===== config.mk =====
export PLATFORM = sky130hd
export DESIGN_NAME = snowflake_collect_flat
export DESIGN_NICKNAME = d
export VERILOG_FILES = /design/src/rtl/snowflake_collect_if.sv /design/src/rtl/snowflake_collect.sv /design/src/flat_wrapper.sv
export SDC_FILE = /design/constraint.sdc
export NUM_CORES = 1
export LEC_CHECK = 0
export CAP_MARGIN = 20
export CORE_MARGIN = 1
export CORE_UTILIZATION = 46
export CTS_BUF_LIST = sky130_fd_sc_hd__clkbuf_16
export DETAILED_ROUTE_END_ITERATION = 6
export GPL_TIMING_DRIVEN = 0
export HOLD_SLACK_MARGIN = 0.05
export MAX_ROUTING_LAYER = met4
export PLACE_DENSITY = 0.86
export SLEW_MARGIN = 40
export SYNTH_ARGS = -nofsm -noshare
export SYNTH_HDL_FRONTEND = slang
export SYNTH_SLANG_ARGS = --single-unit

===== constraint.sdc =====
create_clock -name clk -period 3.27 [get_ports clk]
set_input_delay 0.327 -clock clk [delete_from_list [all_inputs] [get_ports clk]]
set_output_delay 0.327 -clock clk [all_outputs]
set_load 0.02 [all_outputs]

===== src/rtl/snowflake_collect_if.sv =====
// Indexed read port into the snowflake position store.
// Data returns one cycle after the index is presented.
interface snowflake_collect_if #(
  parameter int X_W = 10,
  parameter int Y_W = 9
) ();
  logic [3:0]     flake_idx;
  logic [X_W-1:0] flake_x;
  logic [Y_W-1:0] flake_y;

  modport master (output flake_idx, input flake_x, input flake_y);
  modport slave  (input flake_idx, output flake_x, output flake_y);
endinterface


===== src/rtl/snowflake_collect.sv =====
// Per-frame scan of all snowflake positions against the player hitbox,
// accumulating a sticky collected-flake vector with collection/level-clear pulses.
module snowflake_collect #(
  parameter int N_FLAKES = 15,
  parameter int X_W      = 10,
  parameter int Y_W      = 9,
  parameter int HIT_W    = 16,
  parameter int HIT_H    = 16
) (
  input  logic                 clk,
  input  logic                 rst,
  input  logic                 frame_tick,
  input  logic                 clear_all,
  input  logic [X_W-1:0]       player_x,
  input  logic [Y_W-1:0]       player_y,
  snowflake_collect_if.master  store,
  output logic [N_FLAKES-1:0]  snowf_get,
  output logic                 collect_pulse,
  output logic [3:0]           collect_idx,
  output logic                 scan_done,
  output logic                 level_clear,
  output logic                 busy
);

  localparam logic signed [X_W:0] THR_X = (X_W+1)'(HIT_W);
  localparam logic signed [Y_W:0] THR_Y = (Y_W+1)'(HIT_H);
  localparam logic [3:0]          LAST  = 4'(N_FLAKES - 1);

  typedef enum logic [1:0] {IDLE, REQ, CMP, DONE} state_t;

  state_t              state;
  logic [3:0]          idx;
  logic                cleared;
  logic [X_W-1:0]      px;
  logic [Y_W-1:0]      py;
  logic                hit;
  logic                new_hit;
  logic [N_FLAKES-1:0] set_mask;
  logic [N_FLAKES-1:0] snow_next;

  // One extra bit of signed headroom keeps the difference from wrapping.
  function automatic logic close_x(input logic [X_W-1:0] a, input logic [X_W-1:0] b);
    logic signed [X_W:0] d;
    d = $signed({1'b0, a}) - $signed({1'b0, b});
    if (d < 0) d = -d;
    return d < THR_X;
  endfunction

  function automatic logic close_y(input logic [Y_W-1:0] a, input logic [Y_W-1:0] b);
    logic signed [Y_W:0] d;
    d = $signed({1'b0, a}) - $signed({1'b0, b});
    if (d < 0) d = -d;
    return d < THR_Y;
  endfunction

  always_comb begin
    hit           = close_x(px, store.flake_x) && close_y(py, store.flake_y);
    new_hit       = hit && !snowf_get[idx];
    set_mask      = '0;
    set_mask[idx] = hit;
    snow_next     = snowf_get | set_mask;
  end

  // Player position is data: captured at scan start, no reset needed.
  always_ff @(posedge clk) begin
    if (state == IDLE && frame_tick) begin
      px <= player_x;
      py <= player_y;
    end
  end

  always_ff @(posedge clk) begin
    if (rst) begin
      state           <= IDLE;
      idx             <= '0;
      store.flake_idx <= '0;
      busy            <= 1'b0;
      snowf_get       <= '0;
      collect_pulse   <= 1'b0;
      collect_idx     <= '0;
      scan_done       <= 1'b0;
      level_clear     <= 1'b0;
      cleared         <= 1'b0;
    end else if (clear_all) begin
      state         <= IDLE;
      busy          <= 1'b0;
      snowf_get     <= '0;
      collect_pulse <= 1'b0;
      scan_done     <= 1'b0;
      level_clear   <= 1'b0;
      cleared       <= 1'b0;
    end else begin
      collect_pulse <= 1'b0;
      scan_done     <= 1'b0;
      level_clear   <= 1'b0;
      case (state)
        IDLE: begin
          if (frame_tick) begin
            idx             <= '0;
            store.flake_idx <= '0;
            busy            <= 1'b1;
            state           <= REQ;
          end
        end
        REQ: state <= CMP;
        CMP: begin
          if (new_hit) begin
            snowf_get     <= snow_next;
            collect_pulse <= 1'b1;
            collect_idx   <= idx;
          end
          if (idx == LAST) begin
            state     <= DONE;
            scan_done <= 1'b1;
            // Judge level clear on the vector including this cycle's hit.
            if ((&snow_next) && !cleared) begin
              level_clear <= 1'b1;
              cleared     <= 1'b1;
            end
          end else begin
            idx             <= idx + 4'd1;
            store.flake_idx <= idx + 4'd1;
            state           <= REQ;
          end
        end
        DONE: begin
          busy  <= 1'b0;
          state <= IDLE;
        end
        default: state <= IDLE;
      endcase
    end
  end

endmodule


===== src/flat_wrapper.sv =====
// flat-port wrapper written by rule: the top's interface ports become plain ports
module snowflake_collect_flat 
#(
  parameter int N_FLAKES = 15,
  parameter int X_W      = 10,
  parameter int Y_W      = 9,
  parameter int HIT_W    = 16,
  parameter int HIT_H    = 16
)
  (clk, rst, frame_tick, clear_all, player_x, player_y, snowf_get, collect_pulse, collect_idx, scan_done, level_clear, busy, store_flake_idx, store_flake_x, store_flake_y);
  snowflake_collect_if #(.X_W(X_W), .Y_W(Y_W)) store_i ();
  input  logic clk;
  input  logic rst;
  input  logic frame_tick;
  input  logic clear_all;
  input  logic [X_W-1:0] player_x;
  input  logic [Y_W-1:0] player_y;
  output logic [N_FLAKES-1:0] snowf_get;
  output logic collect_pulse;
  output logic [3:0] collect_idx;
  output logic scan_done;
  output logic level_clear;
  output logic busy;
  output wire logic [$bits(store_i.flake_idx)-1:0] store_flake_idx;
  input wire logic [$bits(store_i.flake_x)-1:0] store_flake_x;
  input wire logic [$bits(store_i.flake_y)-1:0] store_flake_y;
  assign store_flake_idx = store_i.flake_idx;
  assign store_i.flake_x = store_flake_x;
  assign store_i.flake_y = store_flake_y;
  snowflake_collect #(.N_FLAKES(N_FLAKES), .X_W(X_W), .Y_W(Y_W), .HIT_W(HIT_W), .HIT_H(HIT_H)) u_core (.clk(clk), .rst(rst), .frame_tick(frame_tick), .clear_all(clear_all), .player_x(player_x), .player_y(player_y), .store(store_i), .snowf_get(snowf_get), .collect_pulse(collect_pulse), .collect_idx(collect_idx), .scan_done(scan_done), .level_clear(level_clear), .busy(busy));
endmodule

# == Word level (Yosys, flattened, before mapping) ==
# Cells that the tools add are included.
# classes
n_addsub,5
order_cmp,6
n_eq_ne,6
n_mux,17
bitwise,5
n_reduce_logical,19
# op_table
op,n
bitwise AND 15 bit,1
OR 15 bit,1
AND reduction 15 bit,1
"< comparator 11 x 1 -> 1 bit, second input constant",1
"< comparator 11 x 6 -> 1 bit, second input constant",1
two-way mux 11 bit,1
negator 11 bit,1
subtractor 10 x 10 -> 11 bit,1
"< comparator 10 x 1 -> 1 bit, second input constant",1
"< comparator 10 x 6 -> 1 bit, second input constant",1
two-way mux 10 bit,1
negator 10 bit,1
subtractor 9 x 9 -> 10 bit,1
two-way mux 4 bit,2
case mux 2 bit (4 select lines),1
case mux 4 bit (2 select lines),1
two-way mux 1 bit,6
AND reduction 3 bit,2
logical AND 1 bit,5
"< comparator 4 x 5 -> 1 bit, second input constant",1
"adder 4 x 1 -> 4 bit, second input constant",1
binary-select mux 1 bit (select 4 bit),1
demux 1 bit (select 4 bit),1
"== test 2 bit, second input constant",2
other kinds (15),22
# word_totals
register_bits,49
input_bits,42
wordCells,69

# == Logic depth before layout (Yosys ltp) ==
# Gate-level depths: netlist of run 1.
# depth
depth_word,10
depth_mapped,15
mapped_depth_nobuf,14

# == Least setup slack after synthesis of run 1 ==
# No wires, ideal clock.
# synth_path
path_kind,register -> register
start,register u_core.px[0]
end,register u_core.collect_idx[0]
setup_ns,0.125
t_arrival_ns,3.169
required_ns,3.145
setup_slack_ns,-0.025
path_stages_with_launch,15
path_buffers,0
synth_period_minus_slack_ns,3.295
cell_sequence,edfxtp_1 inv_1 ha_1 inv_1 fa_1 a21o_1 a21oi_1 xnor2_1 nand2_1 or4_4 a221oi_4 nand4_1 nor2_4 mux2i_1 nor2_1
# synth_between
elab_chain_len,7
word_cells_on_any_way,8
# synth_lines
element,line_no,source
start: declaration,snowflake_collect.sv:34,logic [X_W-1:0] px;
start signal: assignment,snowflake_collect.sv:67,px <= player_x;
subtractor 10 x 10 -> 11 bit (*),snowflake_collect.sv:44,"d = $signed({1'b0, a}) - $signed({1'b0, b});"
negator 11 bit or < comparator 11 x 1 -> 1 bit (tied branches),snowflake_collect.sv:45,if (d < 0) d = -d;
two-way mux 11 bit (*),snowflake_collect.sv:45,
< comparator 11 x 6 -> 1 bit (*),snowflake_collect.sv:46,return d < THR_X;
logical AND 1 bit (*),snowflake_collect.sv:57,"hit = close_x(px, store.flake_x) && close_y(py, store.flake_y);"
logical AND 1 bit (*),snowflake_collect.sv:58,new_hit = hit && !snowf_get[idx];
AND reduction 3 bit (no line) (*),-,
end signal: assignment,snowflake_collect.sv:110,collect_idx <= idx;
end: declaration,snowflake_collect.sv:19,"output logic [3:0] collect_idx,"
# Every way passes the cells marked *; elsewhere a longest branch is shown, timed or not.
# A chain may end at the register's enable or synchronous reset.

# == Final worst setup path of run 1 ==
# layout_path
start,register u_core.px[0]
end,register u_core.cleared
# layout_between
elab_chain_len,10
word_cells_on_any_way,11
# layout_lines
element,line_no,source
subtractor 10 x 10 -> 11 bit (*),snowflake_collect.sv:44,
negator 11 bit or < comparator 11 x 1 -> 1 bit (tied branches),snowflake_collect.sv:45,
two-way mux 11 bit (*),snowflake_collect.sv:45,
< comparator 11 x 6 -> 1 bit (*),snowflake_collect.sv:46,
logical AND 1 bit (*),snowflake_collect.sv:57,
bitwise AND 15 bit (no line) (*),-,
OR 15 bit (*),snowflake_collect.sv:61,snow_next = snowf_get | set_mask;
AND reduction 15 bit (*),snowflake_collect.sv:116,if ((&snow_next) && !cleared) begin
logical AND 1 bit (*),snowflake_collect.sv:116,
AND reduction 3 bit (no line) (*),-,
end signal: assignment,snowflake_collect.sv:83,cleared <= 1'b0;
end signal: assignment,snowflake_collect.sv:91,cleared <= 1'b0;
end signal: assignment,snowflake_collect.sv:118,cleared <= 1'b1;
end: declaration,snowflake_collect.sv:33,logic cleared;
# Marks and branches as above.

==> run summary, run 1 <==
The flow ran to the end, but the final reports show violations. The final reports fail on design-rule violations, negative setup slack. The detail route stage leaves a number of antenna-violating nets equal to 0.

The run gives 0.000245 V as the maximum vdd drop. For this configuration, the core starts out at a cell density of 48.5%. The total core area is 6460 µm².

By area the synthesized netlist is led by sky130_fd_sc_hd__dfxtp_1, sky130_fd_sc_hd__edfxtp_1, sky130_fd_sc_hd__ha_1, sky130_fd_sc_hd__a32o_1, sky130_fd_sc_hd__inv_1. The synthesized design devotes to its leading area cell type 19.2% of total area. Wires add up to 7.99 mm. The analysis attributes to net switching a power of 467 µW. The run gives -0.261 ns as the worst-case setup margin in the final layout. The total of buffers placed on input and output ports came out at 67. The start of the worst register-to-register path was u_core.px[0]$_DFFE_PP_.

The class of the tightest hold or removal check was in2reg. The iteration-0 DRC count of the detailed router came out at 159. The tools report the number of top-level design ports as 69.

The power density over the cells is 370 nW/µm², and the count of flip-flops with a built-in enable after synthesis is 19. The biggest area contributor in the post-synthesis netlist is sky130_fd_sc_hd__dfxtp_1. The simple-gate area share of the yosys netlist came out at 14.9%. The worst path needs 3.53 ns of the cycle, external delays included. The count of cell types in the netlist is 56, and the worst-case setup slack after placement is -0.759 ns. After synthesis the netlist holds a flip-flop and latch count of 49. Cell-internal power: 1.12 mW. In this run the most critical hold path is launched from rst.

Setup repair after global routing could not meet its margin everywhere. The cell depth of the worst hold path is 2. For the global-route wire length before repair, the log shows 12.9 mm. Of the available clock period, the critical path in the final layout requires 108%. Timing would allow up to 283 MHz. Headroom to the max-slew limit came out at 56.6%. The post-route netlist has 16.8% of its cells at a drive strength greater than 1. After the last flow step, the layout net total stands at 470. The full die area is 7140 µm². Die boundary width: 84.5 µm.

The tree is rooted in a sky130_fd_sc_hd__clkbuf_16. The max-capacitance violation count is 0, and the data required time of the worst path is 3.51 ns. Sequential cells account for 41.4% of the total power. The worst hold path terminates at u_core.collect_idx[3]$_SDFFE_PP0P_. For this block, the via count after detailed routing is 2845.

The run gives 19 as the maximum number of pins on one net before global-route repair. For this run, design rule violations remaining after detail routing come to 3. Maximum count of clock buffers along a single path: 2.

The number of global-route vias before repair came out at 2808. Counting every instance in the synthesized netlist gives 315. In this run the critical register-to-register path is captured at u_core.cleared$_SDFFE_PP0P_. The share of total power in the clock network is 34.7%, and the transition time of the tightest slew-check pin is 0.649 ns. The critical path class was reg2reg. The total number of yosys warnings was 0. For this run, the leading register cell type out of synthesis is sky130_fd_sc_hd__dfxtp_1. Setup violations remaining at the end of the flow were counted as 20. The synthesized netlist devotes 21.2% of its cell area to compound gates. For this run, asynchronously set or reset flops after synthesis account for 0%.

The post-synth net total is 382. After Yosys synthesis, XOR and XNOR cells account for 5.04% of the synthesized area. Adding up every negative setup slack in the final design gives -3.06 ns. For the worst-skew pair, the clock arrives at the later sink with an insertion delay of 0.30 ns. The tools report the type of destination of the critical path as a flop.

At the worst endpoint, the arrival time is 3.77 ns. The logs give 5.54 mm for the placed wire-length estimate and 23.9% for the proportion of power drawn by combinational gates. The run gives 23.1% as the combined global-route utilization of all metal layers. TritonCTS built the clock tree.

Clock-pin slew was measured on the worst setup and hold paths at 0.07 ns. Using the TritonRoute via totals, the vias-per-cell ratio works out to 5.91. The post-synthesis to final-layout area growth works out to 37.2%. The detailed-route wire length per cell works out to 16.6 µm. In this run switching power makes up 29.4% of total power. The synthesized area divided by synthesized cell count is 9.94 µm², and the minimum setup slack among reg-to-reg paths is -0.26 ns.

The commonest cells after synthesis are sky130_fd_sc_hd__dfxtp_1, sky130_fd_sc_hd__inv_1, sky130_fd_sc_hd__ha_1, sky130_fd_sc_hd__nor2_1, sky130_fd_sc_hd__edfxtp_1. The mapped cell area came out at 3130 µm². The run gives 0.893 as the final weighted congestion in routability-driven placement. Measured in cells, the most critical reg-to-reg path has a length of 14. Area share of fa/ha/maj cells after synthesis: 10.5%. The logs give 0.0105 ns for the final clock skew and 49 for the number of sinks handled by clock tree synthesis. The combinational family with the most area after synthesis was compound AO/OA/AOI/OAI gates. The run gives 37.4% as the register area share after synthesis. The worst setup path is launched from a flop. Final number of hold-violating endpoints: 0. Total overflow reported by the global router: 0. The first TritonRoute pass finished after 7 iterations. The tools report the maximum level of the CTS H-tree as 2. Number of pins with negative max-slew slack in the final report: 0. The worst-path maximum fanout was 7.

The initialized floorplan defines 29 standard-cell rows. The leakage power figure is 1.72 nW, and the TritonCTS buffer count is 5. The antenna diode instance count is 0, and the initial antenna violation count is 0. Of the post-synthesis cell area, the part taken by muxes is 5.20%. From bottom edge to top edge, the die measures 84.5 µm.

By instance count, the leading cell after synthesis is sky130_fd_sc_hd__dfxtp_1.
==> critical path, stage by stage, from the launching register on <==
cell,delay (ns)
sky130_fd_sc_hd__edfxtp_1,0.36
sky130_fd_sc_hd__inv_1,0.07
sky130_fd_sc_hd__ha_2,0.18
sky130_fd_sc_hd__inv_2,0.04
sky130_fd_sc_hd__fa_2,0.38
sky130_fd_sc_hd__a21o_1,0.21
sky130_fd_sc_hd__a22o_1,0.25
sky130_fd_sc_hd__a211oi_2,0.20
sky130_fd_sc_hd__o21ai_1,0.12
sky130_fd_sc_hd__or4_4,0.46
sky130_fd_sc_hd__a221oi_4,0.29
sky130_fd_sc_hd__buf_6,0.17
sky130_fd_sc_hd__a41oi_1,0.21
sky130_fd_sc_hd__nor4b_4,0.36
sky130_fd_sc_hd__a31o_1,0.20
==> final cells by class <==
class / instances / area [µm²]
Multi-Input combinational cell: 221 / 1900
Clock inverter: 3 / 28.8
Buffer: 18 / 88.8
Tap cell: 77 / 96.3
Clock buffer: 5 / 125
Sequential cell: 49 / 1170
Inverter: 26 / 97.6
Fill cell: 482 / 2160
Timing Repair Buffer: 82 / 791
==> through the flow <==
step	power (mW)	utilization [%]	std cells	hold slack, ns	cell area (µm²)
after floorplan	0.910	-	315	0.426	3130
after global placement	1.00	60.4	459	0.476	3900
after detailed placement	1.02	60.6	461	0.488	3920
after CTS	1.58	65.5	479	0.377	4230
after global routing	1.65	66.5	481	0.408	4300
final	1.59	66.5	481	0.369	4300
==> state kept, by name, indices dropped and copies added (netlist names) <==
register	count
u_core.px	10
u_core.state	2
u_core.collect_idx	4
u_core.collect_pulse	1
u_core.snowf_get	15
u_core.idx	4
u_core.py	9
u_core.scan_done	1
u_core.level_clear	1
u_core.cleared	1
u_core.busy	1
==> kinds of logic (layout without fill, tap and decap cells) <==
family	count (synthesis)	after routing
flops	49	49
simple gates	85	85
buf+inv	45	134
compound gates	81	81
xor+xnor	18	18
mux	12	12
fa+ha+maj	25	25
==> layer usage <==
layer | GRT usage (%) | routed length, µm | vias up
met5 | - | 0 | -
met1 | 27.3 | 3340 | 1353
met4 | 6.93 | 152 | 0
li1 | - | - | 1353
met3 | 5.70 | 573 | 18
met2 | 39.0 | 3930 | 121
==> worst max path at each step <==
| stage | from | endpoint | slack, ns |
|---|---|---|---|
| 2_1_floorplan | u_core.px[0]$_DFFE_PP_ | u_core.collect_idx[0]$_SDFFE_PP0P_ | 0.03 |
| 3_3_place_gp | store_flake_x[0] | u_core.level_clear$_SDFF_PP0_ | -0.70 |
| 3_5_place_dp | store_flake_y[0] | u_core.level_clear$_SDFF_PP0_ | -0.76 |
| 4_1_cts | u_core.py[0]$_DFFE_PP_ | u_core.cleared$_SDFFE_PP0P_ | -0.25 |
| 5_1_grt | u_core.py[0]$_DFFE_PP_ | u_core.collect_idx[2]$_SDFFE_PP0P_ | -0.43 |
| 6_report | u_core.px[0]$_DFFE_PP_ | u_core.cleared$_SDFFE_PP0P_ | -0.26 |
==> power by group through the flow <==
stage / sequential [mW] / clock, mW / combinational, mW
2_1_floorplan: 0.673 / 0 / 0.237
3_3_place_gp: 0.673 / 0 / 0.328
3_5_place_dp: 0.673 / 0 / 0.342
4_1_cts: 0.659 / 0.560 / 0.365
5_1_grt: 0.660 / 0.580 / 0.414
6_report: 0.659 / 0.552 / 0.380
==> cells in the final DEF, fill, tap and decap left out, types with 6 or more instances in the layout <==
| cell type | Yosys | final |
|---|---|---|
| sky130_fd_sc_hd__a21o_1 | 8 | 8 |
| sky130_fd_sc_hd__nand3_1 | 7 | 7 |
| sky130_fd_sc_hd__a32o_1 | 14 | 14 |
| sky130_fd_sc_hd__ha_1 | 23 | 21 |
| sky130_fd_sc_hd__a21oi_1 | 17 | 14 |
| sky130_fd_sc_hd__buf_6 | 1 | 6 |
| sky130_fd_sc_hd__nand2_1 | 12 | 12 |
| sky130_fd_sc_hd__xnor2_1 | 9 | 8 |
| sky130_fd_sc_hd__clkbuf_1 | 12 | 10 |
| sky130_fd_sc_hd__inv_1 | 26 | 24 |
| sky130_fd_sc_hd__buf_2 | 5 | 6 |
| sky130_fd_sc_hd__xor2_1 | 9 | 8 |
| sky130_fd_sc_hd__edfxtp_1 | 19 | 19 |
| sky130_fd_sc_hd__clkdlybuf4s50_1 | 0 | 65 |
| sky130_fd_sc_hd__buf_4 | 0 | 9 |
| sky130_fd_sc_hd__dfxtp_1 | 30 | 30 |
| sky130_fd_sc_hd__nor2_1 | 23 | 22 |
==> what timing repair did <==
item                                    in CTS  in global routing
pin swaps                                   25                 12
buffers inserted                            10                  3
gates resized for setup                     26                  8
endpoints found under the setup margin      21                 21
gates cloned                                 1                  0
hold buffers                                 0                  0
Note: power is estimated with default switching activity, not from simulation.
==> run 2, diff against run 1 <==
- CELL_PAD_IN_SITES_DETAIL_PLACEMENT: not set -> 1
- CELL_PAD_IN_SITES_GLOBAL_PLACEMENT: not set -> 1
- CORE_UTILIZATION: 46 -> 35
- PLACE_DENSITY: 0.86 -> 0.85
- clock period: 3.27 -> 2.9 ns (I/O delays scaled with it)
==> run 2 against run 1 <==
  * The run ends with negative setup slack left
  * Final cell count is 6.9% higher
  * Design area rose by 0.38%
  * Die area grew 31%
  * Clock-buffer cell count is the same
==> run summary, run 2 (synthesized netlist as in run 1, its figures left out) <==
For the placed instance count, the log shows 493 (+6.9%). Die height: 96.6 µm (+14%). Number of buffers and inverters on the critical path: 4 (+1). The tools report the full die area as 9330 µm² (+31%). The worst hold path begins at rst. Among cell families on the critical path, the largest total delay comes from compound AO/OA/AOI/OAI gates. Commonest non-fill, non-tap cell in the layout: sky130_fd_sc_hd__clkdlybuf4s50_1. The placed wire-length estimate was 6.35 mm (+15%). The initial antenna violation count was 0 (unchanged); the placed standard-cell area was 3990 µm² (+1.9%). The number of global-route vias before repair came out at 2802 (-0.21%). The maximum number of pins on one net before global-route repair is 17 (-2). The number of sinks handled by clock tree synthesis was 49 (unchanged); the mean number of vias per cell was 5.46 (-7.6%). The part of the cycle the worst path needs was 123% (+15 points); the count of nets after finishing was 472 (+0.43%). The starting density of the core came out at 36.1% (-12 points). The data arrival time of the critical path came out at 3.80 ns (+0.03 ns).

Setup repair after global routing could not meet its margin everywhere. The worst hold path terminates at u_core.collect_idx[1]$_SDFFE_PP0P_. DRC violations left: 0 (-3).

The share of total power in the clock network was 33.6% (-1.1 points); the headroom to the max-slew limit was 60.1% (+3.5 points). The first-pass iteration count of the detailed router was 4 (-3). Final cell count without fillers: 514 (+6.9%). Timing-limited maximum frequency: 281 MHz (-0.89%).

The cell depth of the worst hold path was 2 (unchanged); the antenna violation net count after detailed routing was 0 (unchanged). The worst-path maximum fanout is 8 (+1). The largest registers in the layout are u_core.snowf_get: 15 flops, u_core.px: 10 flops, u_core.py: 9 flops. The maximum vdd drop was 0.000216 V (-12%); the clock latency on the worst-skew pair was 0.29 ns (about the same). The power density over the cells was 408 nW/µm² (+10%). The tools report the type of destination of the critical path as a flop. The total overflow reported by the global router came out at 0 (unchanged).

The flow ran to the end, but the final reports show violations. Part of the total power dissipated in sequential elements: 42.3% (+0.9 points). Delay of the slowest cell on the worst path: 0.39 ns (-0.07 ns). The run gives 2809 (-1.3%) as the number of vias after detailed routing.

The tools report the worst-case setup slack after placement as -1.15 ns (-0.394 ns). The TritonCTS buffer count was 5 (unchanged); the max-capacitance violation count was 0 (unchanged). The total core area is 8680 µm² (+34%). The startpoint identified for the worst register-to-register timing path is u_core.py[0]$_DFFE_PP_.

The maximum level of the CTS H-tree was 2 (unchanged). The leakage power figure is 1.70 nW (-1.0%). STA classifies the critical path startpoint as a flop. The ratio of cells with drive above 1 in the final layout was 16.0% (-0.82 points); the number of pins with negative max-slew slack in the final report was 0 (unchanged). The proportion of power drawn by combinational gates is 24.1% (+0.2 points).

The data required time of the worst path came out at 3.13 ns (-0.38 ns). TritonCTS built the clock tree. The tools report the combined global-route utilization of all metal layers as 19.2% (-3.9 points). The antenna diode instance count came out at 0 (unchanged). Worst-case setup margin in the final layout: -0.663 ns (-0.402 ns). Cell at the root of the clock tree: sky130_fd_sc_hd__clkbuf_16. The depth of the most critical reg-to-reg path was 15 (+1). The logs give 0.00924 ns (-0.00124 ns) for the final clock skew and -0.66 ns (-0.40 ns) for the minimum setup slack among reg-to-reg paths. The flip-flop count of the largest register after layout works out to 15 (unchanged). The detailed-route wire length per cell was 16.7 µm (+0.45%).

The cell-internal power was 1.25 mW (+12%); the count of hold buffers inserted by post-cts repair was 0 (unchanged). The number of filler cells placed in the layout is 995 (+110%), and the total of buffers placed on input and output ports is 67 (unchanged). The tools report the final wirelength as 8.58 mm (+7.3%). The tools report the global-route wire length before repair as 13.4 mm (+3.6%). The transition time of the tightest slew-check pin is 0.596 ns (-0.0529 ns).

The register with the highest flop count was u_core.snowf_get. The critical path class was reg2reg. The standard cell with the maximum stage delay on the critical path was sky130_fd_sc_hd__nor4_2. Final critical path time including I/O delays and setup: 3.56 ns (+0.0317 ns). Walking the worst path, the cells encountered are inv_1, ha_2, inv_2, fa_2, a21o_1, a21oi_1, xor2_1, o221ai_1, a2111o_1, a221oi_4, buf_4, buf_6, a41oi_1, nor4_2, and3_1.

The post-route worst hold slack came out at 0.348 ns (-0.0218 ns). Die boundary width: 96.6 µm (+14%). The run gives 2 (unchanged) as the maximum count of clock buffers along a single path.

The clock transition at the registers of the reported paths is 0.07 ns (about the same). For the number of top-level design ports, the log shows 69 (unchanged). Final number of hold-violating endpoints: 0 (unchanged). The post-synthesis to final-layout area growth works out to 37.7%. The tools report the iteration-0 DRC count of the detailed router as 87 (-45%). The checks that failed: negative setup slack. The fraction of power spent switching nets is 28.7% (-0.70 points).

In this run the critical register-to-register path is captured at u_core.level_clear$_SDFF_PP0_. The tools report the count of final setup violators as 22 (+10%). The library cells used most frequently in the layout, excluding fill and tap cells, are sky130_fd_sc_hd__clkdlybuf4s50_1, sky130_fd_sc_hd__dfxtp_1, sky130_fd_sc_hd__inv_1.

The run gives 504 µW (+7.9%) as the net switching power. The final weighted congestion in routability-driven placement came out at 0.858 (-4.0%). The run gives 34 (+17%) as the number of standard-cell rows in the floorplan. The min-delay analysis places its worst path in the category in2reg. The sum of internal, switching and leakage power is 1.76 mW (+11%). The post-route standard cell area excluding fillers was 4310 µm² (+0.38%).
-- run 2: changes by cell type in the layout (fill, tap and decap cells not counted), moves of 2 or more --
cell,change
sky130_fd_sc_hd__a21oi_2,-3
sky130_fd_sc_hd__a21oi_4,+2
sky130_fd_sc_hd__a41oi_1,+3
sky130_fd_sc_hd__a41oi_2,-2
sky130_fd_sc_hd__buf_4,+4
-- run 2: layout make-up --
type	instances	area, µm²	area share (%)
buffer	18	87.6	2.03
clock buffer	5	125	2.90
clock inverter	3	20.0	0.464
inverter	26	97.6	2.26
multi-input combinational	221	1870	43.4
sequential	49	1170	27.2
tap	108	135	3.13
timing repair buffer	84	805	18.7
-- run 2: worst register-to-register path, stage by stage, from the launching register on --
cell and delay, ns:
sky130_fd_sc_hd__edfxtp_1 0.36, sky130_fd_sc_hd__inv_1 0.07, sky130_fd_sc_hd__ha_2 0.18, sky130_fd_sc_hd__inv_2 0.04, sky130_fd_sc_hd__fa_2 0.35, sky130_fd_sc_hd__a21o_1 0.22, sky130_fd_sc_hd__a21oi_1 0.17, sky130_fd_sc_hd__xor2_1 0.26
sky130_fd_sc_hd__o221ai_1 0.19, sky130_fd_sc_hd__a2111o_1 0.37, sky130_fd_sc_hd__a221oi_4 0.29, sky130_fd_sc_hd__buf_4 0.16, sky130_fd_sc_hd__buf_6 0.11, sky130_fd_sc_hd__a41oi_1 0.15, sky130_fd_sc_hd__nor4_2 0.39, sky130_fd_sc_hd__and3_1 0.20
-- run 2: metal layers --
metal	up-vias	part of all wire (%)	track usage [%]	wire length (µm)
met3	9	3.3	2.50	283
met5	-	0	-	0
met1	1380	44	23.0	3750
met2	65	52	33.3	4430
li1	1355	-	-	-
met4	0	1.4	6.37	119
-- run 2: power by group through the flow --
stage | clock network, mW | logic (mW) | registers, mW
3_5_place_dp | 0 | 0.403 | 0.759
2_1_floorplan | 0 | 0.272 | 0.758
4_1_cts | 0.606 | 0.421 | 0.743
3_3_place_gp | 0 | 0.380 | 0.759
6_report | 0.591 | 0.424 | 0.743
5_1_grt | 0.630 | 0.464 | 0.745
-- run 2: worst max path at each step --
| stage | startpoint | endpoint | slack, ns | cells after the start |
|---|---|---|---|---|
| final | u_core.py[0]$_DFFE_PP_ | u_core.level_clear$_SDFF_PP0_ | -0.66 | 15 |
| after global routing | u_core.py[0]$_DFFE_PP_ | u_core.level_clear$_SDFF_PP0_ | -0.84 | 15 |
| after CTS | u_core.px[0]$_DFFE_PP_ | u_core.collect_idx[3]$_SDFFE_PP0P_ | -0.57 | 15 |
| after detailed placement | store_flake_y[0] | u_core.collect_idx[3]$_SDFFE_PP0P_ | -1.15 | 14 |
| after global placement | store_flake_y[0] | u_core.collect_idx[2]$_SDFFE_PP0P_ | -1.04 | 14 |
| after floorplan | u_core.px[0]$_DFFE_PP_ | u_core.collect_idx[0]$_SDFFE_PP0P_ | -0.30 | 14 |
-- run 2: what timing repair did --
action                     4_1_cts  5_1_grt
buffers inserted                 8        6
resized for setup               18        4
hold endpoints to repair         0        0
gates cloned                     1        0
setup endpoints to repair       22       24
pin swaps                       10       10
-- run 2: through the flow --
stage	util [%]	setup TNS [ns]
2_1_floorplan	-	-3.07
3_3_place_gp	45.7	-34.98
3_5_place_dp	46.0	-18.85
4_1_cts	49.0	-9.10
5_1_grt	49.7	-16.12
6_report	49.7	-12.05
==> run 3, diff against run 2 <==
- ABC_AREA: not set -> 1
- CORE_UTILIZATION: 35 -> 34
- PLACE_DENSITY: 0.85 -> 0.86
- SKIP_LAST_GASP: not set -> 1
==> run 3 against run 2 <==
  * The flow still finishes with violations (negative setup slack)
  * Power is 14% higher
  * Worst hold slack better by 0.15 ns
  * Non-clock buffer count is 10 lower
  * Die area is 21% higher
  * Worst setup slack better by 0.66 ns
  * Critical path type unchanged
  * Largest power group unchanged
==> run summary, run 3 <==
The checks that failed: negative setup slack. Maximum vdd drop: 0.000258 V (+20%). The timing-limited maximum frequency came out at 344 MHz (+23%). The logs give 0 (unchanged) for the final number of hold-violating endpoints and 37 (-34%) for the count of cell types in the netlist. The proportion of netlist area held by the largest area contributor was 16.3% (-2.9 points). The tools report the worst min-delay path startpoint as u_core.cleared$_SDFFE_PP0P_. The flip-flop count of the largest register after layout was 15 (unchanged); the proportion of power drawn by combinational gates was 32.4% (+8.3 points).

For the post-synthesis cell count, the log shows 532 (+69%). The headroom to the max-slew limit was 45.6% (-15 points); the transition time of the tightest slew-check pin was 0.816 ns (+0.220 ns). The largest individual stage delay along the critical path comes from the cell sky130_fd_sc_hd__edfxtp_1. The worst-case setup slack after placement was -0.485 ns (+0.668 ns); the data required time of the worst path was 3.12 ns (about the same).

The count of final setup violators came out at 1 (-95%). The combined global-route utilization of all metal layers was 20.7% (+1.4 points); the detailed-route wire length per cell was 14.4 µm (-14%). The logs give 0 (unchanged) for the count of hold buffers inserted by post-cts repair and 35.4% (-0.63 points) for the starting density of the core. Share of total power in the clock network: 30.2% (-3.4 points).

Most frequently used cell type in the post-synthesis netlist: sky130_fd_sc_hd__nand2_1. The first-pass iteration count of the detailed router was 4 (unchanged); the delay of the slowest cell on the worst path was 0.38 ns (about the same). The run gives 0.29 ns (about the same) as the clock latency on the worst-skew pair. The path class of the tightest hold or removal check is reg2reg. The final wirelength is 10.9 mm (+27%).

Number of buffers and inverters on the critical path: 4 (unchanged). For the max-capacitance violation count, the log shows 0 (unchanged). The DRC violations left came out at 0 (unchanged). The cell family contributing the most delay on the critical path is simple AND/OR/NAND/NOR gates. The tools report the total core area as 10400 µm² (+20%).

The total of buffers placed on input and output ports came out at 68 (+1.5%). The area growth from synthesis to layout is 35.4%. TritonCTS built the clock tree. Maximum number of pins on one net before global-route repair: 17 (unchanged). The cell-internal power was 1.33 mW (+5.9%).

The clock transition at the registers of the reported paths is 0.07 ns (about the same). Setup TNS after final layout: -0.00696 ns (+12.04 ns). Dominant synthesized flop cell: sky130_fd_sc_hd__dfxtp_1. The tools report the launch point of the worst path as u_core.py[0]$_DFFE_PP_. The final clock skew was 0.00649 ns (-0.00275 ns). The final critical path time including I/O delays and setup is 2.91 ns (-0.656 ns).

The sum of internal, switching and leakage power was 2.00 mW (+14%); the number of sinks handled by clock tree synthesis was 49 (unchanged). The endpoint identified for the worst register-to-register timing path is u_core.cleared$_SDFFE_PP0P_. The tools report the register area share after synthesis as 31.7% (-5.7 points). The tools report the number of pins with negative max-slew slack in the final report as 0 (unchanged). The commonest cells after synthesis are sky130_fd_sc_hd__nand2_1, sky130_fd_sc_hd__inv_1, sky130_fd_sc_hd__nor2_1.

The TritonCTS buffer count is 5 (unchanged), and the count of nets after finishing is 689 (+46%). The synthesized area divided by synthesized cell count was 6.94 µm² (-30%); the count of flip-flops with a built-in enable after synthesis was 19 (unchanged). The worst setup path is launched from a flop. In the layout the commonest cells are sky130_fd_sc_hd__nand2_1, sky130_fd_sc_hd__inv_1, sky130_fd_sc_hd__clkdlybuf4s50_1.

For the post-synth net total, the log shows 599 (+57%). Clock tree synthesis selected as its root buffer the cell sky130_fd_sc_hd__clkbuf_16. Setup repair after global routing could not meet its margin everywhere.

The proportion of synthesized flip-flops having asynchronous set or reset came out at 0% (unchanged). The tools report the type of destination of the critical path as a flop. The minimum setup slack among reg-to-reg paths is -0.007 ns (+0.66 ns), and the antenna diode instance count is 0 (unchanged). The placed standard-cell area was 4560 µm² (+14%). The part of the cycle the worst path needs was 100% (-23 points); the die height was 106 µm (+10%).

Cell repeated most along the worst path: sky130_fd_sc_hd__nand2_1. The total number of yosys warnings was 0 (unchanged); the placed wire-length estimate was 8.61 mm (+36%). For hold timing, the worst endpoint is u_core.cleared$_SDFFE_PP0P_. The largest registers in the layout are u_core.snowf_get: 15 flops, u_core.px: 10 flops, u_core.py: 9 flops. The number of standard-cell rows in the floorplan is 37 (+8.8%), and the total overflow reported by the global router is 0 (unchanged). The flow ran to the end, but the final reports show violations.

The post-route standard cell area excluding fillers came out at 5000 µm² (+16%). The antenna violation net count after detailed routing was 0 (unchanged). The worst-path maximum fanout is 5 (-3). Critical path class: reg2reg. Data arrival time of the critical path: 3.13 ns (-0.67 ns).

The die boundary width is 106 µm (+10%), and the fraction of power spent switching nets is 33.6% (+5.0 points). The commonest non-fill, non-tap cell in the layout is sky130_fd_sc_hd__nand2_1. The tools report the global-route wire length before repair as 18.2 mm (+36%). The tools report the net switching power as 673 µW (+33%).

After synthesis, the cell types taking the most area are sky130_fd_sc_hd__dfxtp_1, sky130_fd_sc_hd__edfxtp_1, sky130_fd_sc_hd__nand2_1, sky130_fd_sc_hd__inv_1, sky130_fd_sc_hd__ha_1. The number of flip-flops and latches in the synthesized netlist works out to 49 (unchanged). The depth of the most critical reg-to-reg path was 23 (+8); the mapped cell area was 3690 µm² (+18%). For the maximum level of the CTS H-tree, the log shows 2 (unchanged). The initial antenna violation count is 0 (unchanged), and the maximum count of clock buffers along a single path is 2 (unchanged).

The mean number of vias per cell is 4.87 (-11%), and the ratio of cells with drive above 1 in the final layout is 19.1% (+3.1 points). The number of vias after detailed routing is 3700 (+32%), and the worst-case setup margin in the final layout is -0.00696 ns (+0.656 ns). The full die area was 11300 µm² (+21%); the number of top-level design ports was 69 (unchanged). The register with the highest flop count is u_core.snowf_get. The final weighted congestion in routability-driven placement is 0.923 (+7.5%), and the number of global-route vias before repair is 3995 (+43%). The power density over the cells works out to 400 nW/µm² (-1.9%). Traced cell by cell, the critical path runs through inv_2, ha_4, inv_2, fa_2, nand3_1, nand2_2, nand2_2, nand2_2, nor2_4, nand3_2, nand2_1, nand2_1, nand2_1, nand3_2, nand2_4, buf_12, buf_8, nand4_1, nand2_1, nand2_1, nor2_1, nand2_1, o21ai_1. The iteration-0 DRC count of the detailed router came out at 95 (+9.2%).

In this run the critical register-to-register path is launched from u_core.py[0]$_DFFE_PP_. Cell depth of the worst hold path: 2 (unchanged). For the part of the total power dissipated in sequential elements, the log shows 37.4% (-4.9 points). The largest total area in the synthesized netlist belongs to sky130_fd_sc_hd__dfxtp_1. Leakage power figure: 2.27 nW (+34%).
==> run 3: changes by cell type after synthesis, sizes merged, moves of 9 or more <==
cell   before  now
xnor2       9    0
a41oi       9    0
nand2      12  164
inv        26  102
nor2       24   57
nand4       5   22
a21oi      17   39
nand3       7   26
o21ai       5   19
a32o       14    0
==> run 3: routing by layer <==
metal  global-route usage, %  part of all wire [%]  up-vias  routed length, µm
met1                    23.4                    43     1755               4700
met2                    37.8                    52       65               5700
met5                       -                     0        -                  0
met4                    5.06                  0.84        0                 91
met3                    3.31                   3.7        9                398
li1                        -                     -     1871                  -
==> run 3: logic make-up after synthesis <==
logic type | after synthesis | share of synthesized area [%]
AND/OR/NAND/NOR | 280 | 35.7
AO/OA/AOI/OAI | 66 | 11.0
adder cells (fa/ha/maj) | 25 | 8.88
XOR/XNOR | 1 | 0.237
flip-flops | 49 | 31.7
buffers and inverters | 111 | 12.4
==> run 3: what timing repair did <==
action / CTS / global route
resized for setup: 18 / 31
gates cloned: 2 / 0
pin swaps: 9 / 24
setup buffers: 10 / 1
setup endpoints to repair: 16 / 19
hold endpoints to repair: 0 / 0
==> run 3: area by class of cell <==
cell class | count | area [µm²]
multi-input cells | 372 | 2170
well taps | 136 | 170
inverters | 102 | 388
fillers | 1324 | 5420
repair buffers | 83 | 872
flip-flops and latches | 49 | 1170
clock buffers | 5 | 125
plain buffers | 9 | 80.1
clock inverters | 3 | 21.3
==> run 3: worst max path at each step <==
stage	end	slack, ns	cells after the start
final	u_core.cleared$_SDFFE_PP0P_	-0.007	23
after CTS	u_core.level_clear$_SDFF_PP0_	-0.02	23
after floorplan	u_core.snowf_get[10]$_SDFFE_PP0P_	0.38	22
after global placement	u_core.idx[3]$_SDFFE_PP0P_	-0.81	6
after detailed placement	u_core.cleared$_SDFFE_PP0P_	-0.49	22
after global routing	u_core.cleared$_SDFFE_PP0P_	-0.25	23
==> run 3: power groups by stage <==
stage	Sequential, mW	Clock [mW]	Combinational [mW]
final	0.748	0.603	0.649
after detailed placement	0.764	0	0.568
after global placement	0.764	0	0.536
after floorplan	0.764	0	0.397
after global routing	0.750	0.642	0.720
after CTS	0.748	0.623	0.627
==> run 3: metrics by stage <==
step | std cells | util, % | hold WS (ns)
finish | 759 | 48.0 | 0.499
global route | 759 | 48.0 | 0.546
CTS | 758 | 47.2 | 0.473
detailed placement | 738 | 43.8 | 0.458
global placement | 736 | 43.6 | 0.462
floorplan | 532 | - | 0.368
==> run 3: worst reg2reg max path, delay by kind of cell (launching register included) <==
| kind | cells | cell delay, ns |
|---|---|---|
| AND/OR/NAND/NOR | 16 | 1.46 |
| adder cells (fa/ha/maj) | 2 | 0.50 |
| flip-flops | 1 | 0.38 |
| AO/OA/AOI/OAI | 1 | 0.15 |
| buffers and inverters | 4 | 0.34 |
